$ cat config.mk
export PLATFORM = sky130hd
export DESIGN_NAME = log_readout_sequencer
export DESIGN_NICKNAME = d
export VERILOG_FILES = /design/src/rtl/log_readout_sequencer.sv
export SDC_FILE = /design/constraint.sdc
export NUM_CORES = 1
export LEC_CHECK = 0
export CORE_MARGIN = 2
export CORE_UTILIZATION = 30
export CTS_BUF_LIST = sky130_fd_sc_hd__clkbuf_8
export DETAILED_ROUTE_END_ITERATION = 8
export GPL_ROUTABILITY_DRIVEN = 0
export SYNTH_ARGS = -nofsm -noshare
export SYNTH_HDL_FRONTEND = slang
export SYNTH_SLANG_ARGS = --single-unit
export TNS_END_PERCENT = 10
$ cat constraint.sdc
create_clock -name clock -period 3.15 [get_ports clock]
set_clock_uncertainty 0.2 [all_clocks]
set_input_delay 0.945 -clock clock [delete_from_list [all_inputs] [get_ports clock]]
set_output_delay 0.945 -clock clock [all_outputs]
set_load 0.05 [all_outputs]
$ cat src/rtl/log_readout_sequencer.sv
// log_readout_sequencer: host-side sequencer that arms memlog, polls for full, then streams every log entry out.
// Define LOG_SEQ_BER_SNAP_EN to append a BER_Q snapshot readout (four flagged words) after the last entry.
module log_readout_sequencer #(
  parameter int NB_GPIOS  = 32,
  parameter int N_DATA    = 22,
  parameter int NB_ADDR   = 10,
  parameter int LOG_DEPTH = 1024,
  parameter int RESP_WAIT = 2,
  parameter int POLL_GAP  = 16,
  parameter int POLL_MAX  = 65535
) (
  input  logic                clock,
  input  logic                i_reset,
  input  logic                i_start,
  input  logic                i_abort,
  output logic [NB_GPIOS-1:0] o_gpio_cmd,
  input  logic [NB_GPIOS-1:0] i_gpio_rsp,
  output logic [N_DATA-1:0]   o_data,
  output logic [NB_ADDR-1:0]  o_addr,
  output logic                o_valid,
  input  logic                i_ready,
  output logic                o_busy,
  output logic                o_done,
`ifdef LOG_SEQ_BER_SNAP_EN
  output logic                o_ber_flag,
`endif
  output logic                o_timeout
);

  typedef enum logic [3:0] {
    S_IDLE, S_ARM, S_POLL, S_POLL_WAIT, S_RDMODE, S_SETADDR, S_FETCH, S_PRESENT,
    S_BER_SNAP, S_BER_RD, S_BER_PRES, S_DONE
  } state_e;

  localparam int                 DW        = NB_GPIOS - 9;
  localparam logic [15:0]        RESP_LAST = 16'(RESP_WAIT + 1);
  localparam logic [15:0]        GAP_LAST  = 16'(POLL_GAP - 1);
  localparam logic [15:0]        POLL_LAST = 16'(POLL_MAX - 1);
  localparam logic [NB_ADDR-1:0] ADDR_LAST = NB_ADDR'(LOG_DEPTH - 1);

  state_e              state_q, state_d;
  logic [15:0]         cnt_q, cnt_d, poll_cnt_q, poll_cnt_d;
  logic [NB_ADDR-1:0]  addr_q, addr_d, oaddr_q, oaddr_d;
  logic [N_DATA-1:0]   data_q, data_d;
  logic                valid_q, valid_d, busy_q, busy_d, done_q, done_d, timeout_q, timeout_d;
  logic [NB_GPIOS-1:0] gpio_q, gpio_d;
  logic [7:0]          cmd_s;
  logic [DW-1:0]       arg_s;
  logic                last_s;
  logic                unused_rsp_s;
`ifdef LOG_SEQ_BER_SNAP_EN
  logic [1:0]          ber_k_q, ber_k_d;
  logic                ber_flag_q, ber_flag_d;
`endif

  assign unused_rsp_s = ^i_gpio_rsp;

  // Next-state logic; cnt_q is the command phase (0=H, 1=L, then waits) or the poll gap timer.
  always_comb begin
    state_d    = state_q;
    cnt_d      = cnt_q;
    poll_cnt_d = poll_cnt_q;
    addr_d     = addr_q;
    oaddr_d    = oaddr_q;
    data_d     = data_q;
    valid_d    = valid_q;
    timeout_d  = timeout_q;
`ifdef LOG_SEQ_BER_SNAP_EN
    ber_k_d    = ber_k_q;
    ber_flag_d = ber_flag_q;
`endif
    last_s = (cnt_q == RESP_LAST);
    case (state_q)
      S_IDLE: begin
        if (i_start) begin
          state_d   = S_ARM;
          cnt_d     = 16'd0;
          timeout_d = 1'b0;
        end else begin
          cnt_d = 16'd0;
        end
      end
      S_ARM: begin
        if (last_s) begin
          state_d    = S_POLL;
          cnt_d      = 16'd0;
          poll_cnt_d = 16'd0;
        end else begin
          cnt_d = cnt_q + 16'd1;
        end
      end
      S_POLL: begin
        if (last_s) begin
          cnt_d = 16'd0;
          if (i_gpio_rsp[0]) begin
            state_d = S_RDMODE;
          end else if (poll_cnt_q == POLL_LAST) begin
            state_d   = S_IDLE;
            timeout_d = 1'b1;
          end else begin
            state_d    = S_POLL_WAIT;
            poll_cnt_d = poll_cnt_q + 16'd1;
          end
        end else begin
          cnt_d = cnt_q + 16'd1;
        end
      end
      S_POLL_WAIT: begin
        if (cnt_q == GAP_LAST) begin
          state_d = S_POLL;
          cnt_d   = 16'd0;
        end else begin
          cnt_d = cnt_q + 16'd1;
        end
      end
      S_RDMODE: begin
        if (last_s) begin
          state_d = S_SETADDR;
          cnt_d   = 16'd0;
          addr_d  = '0;
        end else begin
          cnt_d = cnt_q + 16'd1;
        end
      end
      S_SETADDR: begin
        if (last_s) begin
          state_d = S_FETCH;
          cnt_d   = 16'd0;
        end else begin
          cnt_d = cnt_q + 16'd1;
        end
      end
      S_FETCH: begin
        if (last_s) begin
          state_d = S_PRESENT;
          cnt_d   = 16'd0;
          data_d  = i_gpio_rsp[N_DATA-1:0];
          oaddr_d = addr_q;
          valid_d = 1'b1;
        end else begin
          cnt_d = cnt_q + 16'd1;
        end
      end
      S_PRESENT: begin
        if (i_ready) begin
          valid_d = 1'b0;
          cnt_d   = 16'd0;
          if (addr_q == ADDR_LAST) begin
`ifdef LOG_SEQ_BER_SNAP_EN
            state_d = S_BER_SNAP;
`else
            state_d = S_DONE;
`endif
          end else begin
            state_d = S_SETADDR;
            addr_d  = addr_q + 1'b1;
          end
        end else begin
          cnt_d = 16'd0;
        end
      end
`ifdef LOG_SEQ_BER_SNAP_EN
      S_BER_SNAP: begin
        if (last_s) begin
          state_d = S_BER_RD;
          cnt_d   = 16'd0;
          ber_k_d = 2'd0;
        end else begin
          cnt_d = cnt_q + 16'd1;
        end
      end
      S_BER_RD: begin
        if (last_s) begin
          state_d    = S_BER_PRES;
          cnt_d      = 16'd0;
          data_d     = i_gpio_rsp[N_DATA-1:0];
          oaddr_d    = NB_ADDR'(LOG_DEPTH + int'(ber_k_q));
          valid_d    = 1'b1;
          ber_flag_d = 1'b1;
        end else begin
          cnt_d = cnt_q + 16'd1;
        end
      end
      S_BER_PRES: begin
        if (i_ready) begin
          valid_d    = 1'b0;
          ber_flag_d = 1'b0;
          cnt_d      = 16'd0;
          if (ber_k_q == 2'd3) begin
            state_d = S_DONE;
          end else begin
            state_d = S_BER_RD;
            ber_k_d = ber_k_q + 2'd1;
          end
        end else begin
          cnt_d = 16'd0;
        end
      end
`endif
      S_DONE: begin
        state_d = S_IDLE;
      end
      default: begin
        state_d = S_IDLE;
      end
    endcase

    // Abort returns to an all-zero bus; a start in the same cycle is dropped and o_timeout is kept.
    if (i_abort) begin
      state_d   = S_IDLE;
      cnt_d     = 16'd0;
      valid_d   = 1'b0;
      timeout_d = timeout_q;
`ifdef LOG_SEQ_BER_SNAP_EN
      ber_flag_d = 1'b0;
`endif
    end else begin
      valid_d = valid_d;
    end

    busy_d = (state_d != S_IDLE);
    done_d = (state_d == S_DONE);

    arg_s = '0;
    case (state_d)
      S_ARM:      cmd_s = 8'h04;
      S_POLL:     cmd_s = 8'h09;
      S_RDMODE:   cmd_s = 8'h05;
      S_SETADDR: begin
        cmd_s               = 8'h07;
        arg_s[NB_ADDR-1:0]  = addr_d;
      end
      S_FETCH:    cmd_s = 8'h10;
`ifdef LOG_SEQ_BER_SNAP_EN
      S_BER_SNAP: cmd_s = 8'h03;
      S_BER_RD: begin
        cmd_s          = 8'h11;
        arg_s[ber_k_d] = 1'b1;
      end
`endif
      default:    cmd_s = 8'h00;
    endcase

    // Enable is high only in phase 0; cmd/data are the same in phases 0 and 1.
    if ((cmd_s != 8'h00) && (cnt_d <= 16'd1)) begin
      gpio_d = {cmd_s, (cnt_d == 16'd0), arg_s};
    end else begin
      gpio_d = '0;
    end
  end

  // State and registered outputs with synchronous active-low reset.
  always_ff @(posedge clock) begin
    if (!i_reset) begin
      state_q    <= S_IDLE;
      cnt_q      <= 16'd0;
      poll_cnt_q <= 16'd0;
      addr_q     <= '0;
      oaddr_q    <= '0;
      data_q     <= '0;
      valid_q    <= 1'b0;
      busy_q     <= 1'b0;
      done_q     <= 1'b0;
      timeout_q  <= 1'b0;
      gpio_q     <= '0;
`ifdef LOG_SEQ_BER_SNAP_EN
      ber_k_q    <= 2'd0;
      ber_flag_q <= 1'b0;
`endif
    end else begin
      state_q    <= state_d;
      cnt_q      <= cnt_d;
      poll_cnt_q <= poll_cnt_d;
      addr_q     <= addr_d;
      oaddr_q    <= oaddr_d;
      data_q     <= data_d;
      valid_q    <= valid_d;
      busy_q     <= busy_d;
      done_q     <= done_d;
      timeout_q  <= timeout_d;
      gpio_q     <= gpio_d;
`ifdef LOG_SEQ_BER_SNAP_EN
      ber_k_q    <= ber_k_d;
      ber_flag_q <= ber_flag_d;
`endif
    end
  end

  assign o_gpio_cmd = gpio_q;
  assign o_data     = data_q;
  assign o_addr     = oaddr_q;
  assign o_valid    = valid_q;
  assign o_busy     = busy_q;
  assign o_done     = done_q;
  assign o_timeout  = timeout_q;
`ifdef LOG_SEQ_BER_SNAP_EN
  assign o_ber_flag = ber_flag_q;
`endif

endmodule

==> results by group <==
Floorplanning
  – DIE HEIGHT: 127 um
  – Die width: 127 um
  – Std-Cell Rows: 44
  – Core ar.: 0.0146 mm2
  – IO Count: 105
  – Initial Utilization: 30.9%
  – Die ar.: around 0.016 mm2

Worst setup path
  – CP max stage delay: between 0.6 and 0.7 ns
  – CP Max Fanout: 16
  – Crit path launch type: flop
  – CP top delay family: simple AND/OR/NAND/NOR gates
  – Critical Setup Path Class: reg2reg
  – Reg-to-Reg End: o_gpio_cmd[6]
  – Slowest CP cell: or4_4
  – Worst r2r src: cnt_q[6]
  – Arr. time, crit path: 3.04 ns
  – WP data required: ~3.2 ns
  – CP Buf/Inv Count: 1
  – Reg2reg setup slack: 0.19 ns
  – Crit path cell chain: nand3_2, or4_4, nor4b_2, or3_1, nand4_1, a211o_1, buf_12, nor4b_1
  – CP Capture Type: flop
  – Worst r2r path cells: 8

Logic synthesis
  – EDFF count, synth: 0
  – Warnings, synthesis: 0
  – Synth Register Bits: 98
  – Top FF cell, synth: dfxtp_1
  – Syn avg cell area: 8.13 um2
  – Gate count of the mapped netlist: 555
  – Number of distinct library cells after synthesis: 54
  – Synth area leaders: dfxtp_1 43%, nand2_1 8.3%, a21oi_1 5.3%
  – Synth area leader: dfxtp_1
  – Post-synthesis sequential area ratio: 43.5%
  – Mapped Area: 0.00451 mm2
  – Post-synth ARST share: 0%
  – Yosys top cell area share: 43.5%

STA
  – F_max: 0.338 GHz
  – Slew Limit Fails: 0
  – Tmin final: 2.96 ns
  – Endpoints failing setup: 0
  – Final Hold Viols: 0
  – Final Cycle Share: 94.0%
  – Final setup margin: 0.188 ns
  – Worst-margin pin slew: 0.580 ns
  – Rel. slew slack: 61.0%

Finish
  – Commonest non-fill, non-tap cells in the layout: 100 x nand2_1, 96 x dfxtp_1, 78 x clkdlybuf4s50_1
  – Final #Nets: 670
  – Core Util, Final: 39.2%
  – Commonest non-fill, non-tap cell in the layout: nand2_1
  – Area of the multi-input gates: approximately 0.0023 mm2
  – Synth-to-layout area growth: 26.6%
  – Ant diodes: 0
  – Layout cell share with drive strength beyond 1: under 10%
  – Sequential Area: between 0.0015 and 0.002 mm2
  – Layout fillers: 1469

CTS
  – Bufs on Longest Clock Path: 2
  – Resized Gates After CTS: 0
  – CTS clk-pin slew, worst paths: 0.09 ns
  – Clock Sinks: 98
  – CTS Buf Count: 9
  – Hold buffers post-CTS: 0
  – Clk Latency, worst-skew pair: between 0.3 and 0.4 ns
  – CTS tree: done
  – CTS root buf: clkbuf_8
  – Post-CTS setup buffer count: 0
  – CTS H-tree lvls: 3

Power and ir drop
  – Sw Share: 24.0%
  – Pwr dens: 401 mW/mm2
  – Switching pwr: around 550 uW
  – Combinational fraction of design power: approximately 6%
  – Peak supply drop: 0.180 mV
  – Internal: 1.74 mW
  – Clock power frac: 39.7%
  – Reg power frac: 54.2%
  – Leakage: about 2 nW

Hold path
  – Hold Crit Class: reg2reg
  – WHS Path Cells: 2
  – Sink of the worst hold path: o_data[12]
  – Min-delay src: o_data[12]

Place
  – Port buffer count: 78
  – Post-DP HPWL: 7970 um
  – Dpl ws: between 0.15 and 0.2 ns

Global routing
  – Vias in the first global route: around 3900
  – Grt total ovfl: 0
  – GRT Util Overall: 14.2%
  – Initial antenna violation count: 0
  – Largest net degree at the start of global routing: 34
  – First-pass GRT wire length: ~19000 um

Route
  – Remaining antenna violation count: 0
  – DR vias/cell: ~4.9
  – Routed WL: 11300 um
  – Total number of vias: 4032
  – Remaining DRCs: 0
  – Routed WL per cell: roughly 14 um
  – Drt first pass iters: 4
  – Iter 0 DRT Violations: approximately 240

Run
  – Max-cap viol count: 0

Run status
  – Status: complete, no violations
power by group through the flow:
stage | Sequential (mW) | Combinational [mW] | Clock [mW]
after floorplan | 1.28 | 0.0961 | 0
after global placement | 1.27 | 0.138 | 0
after detailed placement | 1.27 | 0.139 | 0
after CTS | 1.24 | 0.140 | 0.951
after global routing | 1.24 | 0.149 | 0.993
final | 1.24 | 0.139 | 0.909
layout make-up:
cell class,instances,share of cell area (%)
timing repair buffer,98,16.5
sequential,98,34.4
clock inverter,7,1.73
clock buffer,9,2.17
tap,184,4.03
inverter,3,0.197
multi-input combinational,419,41.0
metrics by stage:
step,cells,instance area [um2],TNS (ns),hold slack (ns),power [mW]
after floorplan,570,4570,0,0.262,1.37
after global placement,802,5470,0,0.239,1.41
after detailed placement,802,5470,0,0.244,1.41
after CTS,818,5690,0,0.262,2.33
after global routing,818,5710,-0.0187,0.270,2.39
final,818,5710,0,0.256,2.29
per-layer routing:
layer  track usage, %  share of wire (%)  routed length [um]  vias to the layer above
li1                 -                  -                   -                     2034
met1             18.6                 47                5340                     1860
met2             21.8                 44                4970                      128
met3             4.56                7.1                 801                       10
met4             5.37                1.3                 148                        0
met5                0                  0                   0                        -
worst register-to-register path, delay by kind of cell, from the launching register on:
kind | cells | cell delay, ns
and+or+nand+nor | 6 | 1.63
DFF | 1 | 0.51
AOI/OAI and AO/OA | 1 | 0.35
buffers and inverters | 1 | 0.16
state kept, by name, indices dropped and copies added (netlist names):
name	count
addr_q	10
o_gpio_cmd	16
o_busy	1
state_q	4
cnt_q	16
o_done	1
o_data	22
o_addr	10
o_timeout	1
poll_cnt_q	16
o_valid	1
worst max-delay path by stage:
stage / start / to / slack, ns / cells past startpoint
2_1_floorplan: cnt_q[0] / o_gpio_cmd[5] / 0.41 / 9
3_3_place_gp: i_ready / o_gpio_cmd[24] / 0.12 / 8
3_5_place_dp: i_ready / o_gpio_cmd[24] / 0.15 / 8
4_1_cts: cnt_q[5] / o_gpio_cmd[6] / 0.18 / 8
5_1_grt: cnt_q[2] / o_gpio_cmd[6] / -0.02 / 8
6_report: cnt_q[6] / o_gpio_cmd[6] / 0.19 / 8
Yosys cell counts (3+ instances only):
master,count
a21oi_1,48
a31oi_1,3
and2_1,5
and3_1,11
and4_1,6
buf_2,5
buf_4,17
clkbuf_1,24
dfxtp_1,98
ha_1,4
inv_1,3
nand2_1,100
nand2b_1,6
nand3_1,19
nand4_1,14
nor2_1,56
nor2b_1,5
nor3_1,22
nor3b_1,3
nor4_1,13
nor4_2,4
o21a_1,3
o21ai_0,13
or2_2,3
or3_1,6
xnor2_1,12
xor2_1,17
cell families after synthesis:
family	synth area share (%)
and+or+nand+nor	32.6
DFF	43.5
AOI/OAI and AO/OA	10.5
buffers and inverters	6.35
xor gates and xnor gates	5.63
adders and majority gates	1.11
other	0.0831
muxes	0.250
No activity file was read; power rests on OpenSTA's default activity.
